$ cat config.mk
export PLATFORM = sky130hd
export DESIGN_NAME = main_mem_ctrl
export DESIGN_NICKNAME = d
export VERILOG_FILES = /design/src/rtl/main_mem_ctrl.sv
export SDC_FILE = /design/constraint.sdc
export NUM_CORES = 2
export LEC_CHECK = 0
export ABC_AREA = 1
export CAP_MARGIN = 20
export CORE_ASPECT_RATIO = 1.4
export CORE_UTILIZATION = 30
export CTS_CLUSTER_SIZE = 28
export DETAILED_ROUTE_END_ITERATION = 7
export HOLD_SLACK_MARGIN = 0.15
export SYNTH_ARGS = -nofsm -noshare
export SYNTH_HDL_FRONTEND = slang
export SYNTH_SLANG_ARGS = --single-unit
$ cat constraint.sdc
create_clock -name clk -period 9.9 [get_ports clk]
set_clock_uncertainty 0.2 [all_clocks]
set_input_delay 1.485 -clock clk [delete_from_list [all_inputs] [get_ports clk]]
set_output_delay 1.485 -clock clk [all_outputs]
set_load 0.03 [all_outputs]
$ cat src/rtl/main_mem_ctrl.sv
// Main-memory controller behind the direct-mapped cache: write-back, then fill read, LATENCY cycles each.
// Level requests are accepted only in IDLE; a one-cycle ready pulse ends each access and HOLD waits for the requester to drop.
module main_mem_ctrl #(
  parameter int ADDR_W  = 8,
  parameter int DATA_W  = 8,
  parameter int LATENCY = 4
) (
  input  logic              clk,
  input  logic              rst_n,
  input  logic              mm_read,
  input  logic              mm_write,
  input  logic [ADDR_W-1:0] rd_addr,
  input  logic [ADDR_W-1:0] wb_addr,
  input  logic [DATA_W-1:0] wdata,
  output logic [DATA_W-1:0] rdata,
  output logic              ready,
  output logic              busy
);

  localparam int DEPTH = 1 << ADDR_W;
  localparam logic [3:0] LAT_M1 = 4'(LATENCY - 1);

  typedef enum logic [2:0] {IDLE, WR, RD, RESP, HOLD} state_t;

  state_t            state;
  logic [3:0]        cnt;
  logic [ADDR_W-1:0] a_rd;
  logic [ADDR_W-1:0] a_wb;
  logic [DATA_W-1:0] d_wb;
  logic              do_rd;
  logic              mem_we;

  // Contents survive reset; only the power-up image is zero.
  logic [DATA_W-1:0] mem [DEPTH] = '{default: '0};

  assign mem_we = (state == WR) && (cnt == 4'd0);

  always_ff @(posedge clk) begin
    if (mem_we) begin
      mem[a_wb] <= d_wb;
    end
  end

  always_ff @(posedge clk or negedge rst_n) begin
    if (!rst_n) begin
      state <= IDLE;
      cnt   <= 4'd0;
      a_rd  <= '0;
      a_wb  <= '0;
      d_wb  <= '0;
      do_rd <= 1'b0;
      rdata <= '0;
      ready <= 1'b0;
      busy  <= 1'b0;
    end else begin
      ready <= 1'b0;
      case (state)
        IDLE: begin
          if (mm_read || mm_write) begin
            a_rd  <= rd_addr;
            a_wb  <= wb_addr;
            d_wb  <= wdata;
            do_rd <= mm_read;
            cnt   <= LAT_M1;
            state <= mm_write ? WR : RD;
            busy  <= 1'b1;
          end
        end
        WR: begin
          if (cnt == 4'd0) begin
            // The write-back commits first so a same-address fill sees the new data.
            if (do_rd) begin
              state <= RD;
              cnt   <= LAT_M1;
            end else begin
              state <= RESP;
              ready <= 1'b1;
            end
          end else begin
            cnt <= cnt - 4'd1;
          end
        end
        RD: begin
          if (cnt == 4'd0) begin
            rdata <= mem[a_rd];
            state <= RESP;
            ready <= 1'b1;
          end else begin
            cnt <= cnt - 4'd1;
          end
        end
        RESP: begin
          state <= HOLD;
        end
        HOLD: begin
          if (!mm_read && !mm_write) begin
            state <= IDLE;
            busy  <= 1'b0;
          end
        end
        default: begin
          state <= IDLE;
          busy  <= 1'b0;
        end
      endcase
    end
  end

endmodule

==> metrics <==
register clock-pin slew on the reported worst setup and hold paths=0.07 ns; first-pass GRT wire length=348000 µm; Yosys reg bits=2090; post-route ant nets=0; Worst VDD drop=0.356 mV; max-cap viol count=0; CTS sink count=2090; final hold vios=0; core area=281000 µm²; final core occ=0.335; grt total ovfl=0; worst-case clock buffer depth=4; Setup Buffers After CTS=0; EDFF count, synth=2048; status=finished with violations; DRC viols=12; Avg Cell Area, Syn=11.9 µm²; Rows=230; Met1 Routed Length=91100 µm; Synth async-reset ratio=0.0201; most frequent CP cell=nand3_1; fin nets=6971; post-synth top area share=0.725; htree depth=4; worst slack, placed=5.21 ns; Critical R2R Launch=a_rd[0]$_DFFE_PN0P_; largest net degree at the start of global routing=210; Die ar.=285000 µm²; post-cts sizing count=0; overall die width=451 µm; initial antenna violation count=4; DP HPWL=132000 µm; number of global-route vias before repair=52400; IO Port Bufs=37; Area Overhead vs Synth=10.7%; critical path arrival=5.40 ns; drt first pass iters=8; Pins Over Slew Limit=0; DR WL met3=16200 µm; share of cells above drive strength 1=0.0524; failing checks=DRC; worst-path fanout max=91; top-count cell post-synth=nand2_1; initial DRC count=5728; CP Cell Sequence=buf_4 -> buf_4 -> buf_4 -> nand2_1 -> nand3_1 -> nand3_1 -> nand3_1 -> nand3_1 -> nand3_1 -> nand3_1 -> nand3_1 -> nand3_1 -> nand2_1; fin cells=10800; fmax=0.206 GHz; fin crit period=4.85 ns; Final Power=27.7 mW; drt wl/cell=21.8 µm; post-synth cell types=23; Top Layer Used=met4; TritonCTS Buffers=183; sequential area share after synthesis=0.738; final setup TNS=0 ns; Starting Density=0.302; synth cell count leaders=2148 x nand2_1, 2048 x edfxtp_1, 2044 x nand3_1; CP max stage delay=0.89 ns; DRT Wirelength=236000 µm; Leakage=31.6 nW; TritonCTS clock tree=yes; Hold Crit Class=flop to flop; Post-Syn Area=84800 µm²; total track usage=0.161; Syn Inst Count=7123; Synth area leaders=edfxtp_1 73%, nand3_1 12%, nand2_1 9.5%; max_slew headroom=0.0942; Yosys Warn Count=0; Placer Congestion=0.868; worst skew pair latency=0.84 ns; CP startpoint kind=flop; Crit-path slowest cell=buf_4; ys flop type=edfxtp_1; Power Density=295 nW/µm²; met2 WL=118000 µm; chip height=631 µm; I/O pin cnt=38; worst path required time=10.46 ns; Final period util=0.490; Vias=54700; root buf cell=clkbuf_16; setup violators final=0; min-delay src=do_rd$_DFFE_PN0P_; Yosys top cell by area=edfxtp_1; CP endpoint kind=flop; Vias per Instance=5.07; crit path setup slack, layout=5.05 ns; CTS Hold Bufs=0; measured slew at the worst slew-check pin=1.36 ns; unrepaired setup endpoints after global routing=false; Placed Cells=10500; syn nets=7153; start point of the critical path=a_rd[0]$_DFFE_PN0P_; WS Path Type=flop to flop
## routing by layer
metal  vias to the layer above  GRT usage
met4                         0     0.0698
met3                       430     0.0195
met2                      2193      0.279
met1                     27200      0.200
met5                         -          0
li1                      24900          -
## path summary, 6_finish.rpt
check	end	slack (ns)	cells after the start
worst max-delay path	rdata[1]$_DFFE_PN0P_	5.05	13
worst min-delay path	do_rd$_DFFE_PN0P_	0.27	2
worst max register to register	rdata[1]$_DFFE_PN0P_	5.05	13
worst min register to register	do_rd$_DFFE_PN0P_	0.27	2
max in group asynchronous	a_rd[2]$_DFFE_PN0P_	8.21	2
min in group asynchronous	d_wb[6]$_DFFE_PN0P_	0.57	2
## cell families (layout without fill, tap and decap cells)
| group | after synthesis | count (layout) | synth area share |
|---|---|---|---|
| other | 0 | 3 | 0 |
| adder cells (fa/ha/maj) | 2 | 2 | 0.000295 |
| AND/OR/NAND/NOR | 4478 | 4478 | 0.229 |
| flip-flops | 2090 | 2090 | 0.738 |
| AO/OA/AOI/OAI | 30 | 30 | 0.00184 |
| buffers and inverters | 523 | 478 | 0.0312 |
## worst max-delay path: cells and delay by family (launching register included)
family                 cells  cell delay, ns
buffers and inverters      3            2.34
flip-flops                 1            0.80
AND/OR/NAND/NOR           10            1.32
## through the flow
step,hold slack (ns),instance area (µm²)
finish,0.270,93900
global route,0.291,93900
CTS,0.271,93900
detailed placement,0.255,88200
global placement,0.254,88200
floorplan,0.237,84800
## placed cells by master, fill, tap and decap left out, drive strengths merged, types with 36 or more instances in the layout
master and n:
buf 83, clkbuf 239, clkdlybuf4s50 36, clkinv 65
dfrtp 42, edfxtp 2048, inv 36, nand2 2148
nand3 2044, nor2 275
## power by group
part / internal, mW / switching, mW
clock network: 3.83 / 3.16
registers: 11.0 / 0.441
logic: 2.12 / 7.11
total: 17.0 / 10.7
## registers in the layout, indices dropped and copies added (netlist names)
name	count
state	3
d_wb	8
ready	1
a_wb	8
rdata	8
do_rd	1
cnt	4
busy	1
a_rd	8
mem	2048
## area by class of cell
type	count	area, µm²
clock buffer	239	4950
inverter	37	181
antenna	3	7.51
timing repair buffer	119	1130
multi-input combinational	4510	19600
tap	3712	4640
sequential	2090	62600
clock inverter	83	721
fill	27400	187000
Note: power is estimated with default switching activity, not from simulation.
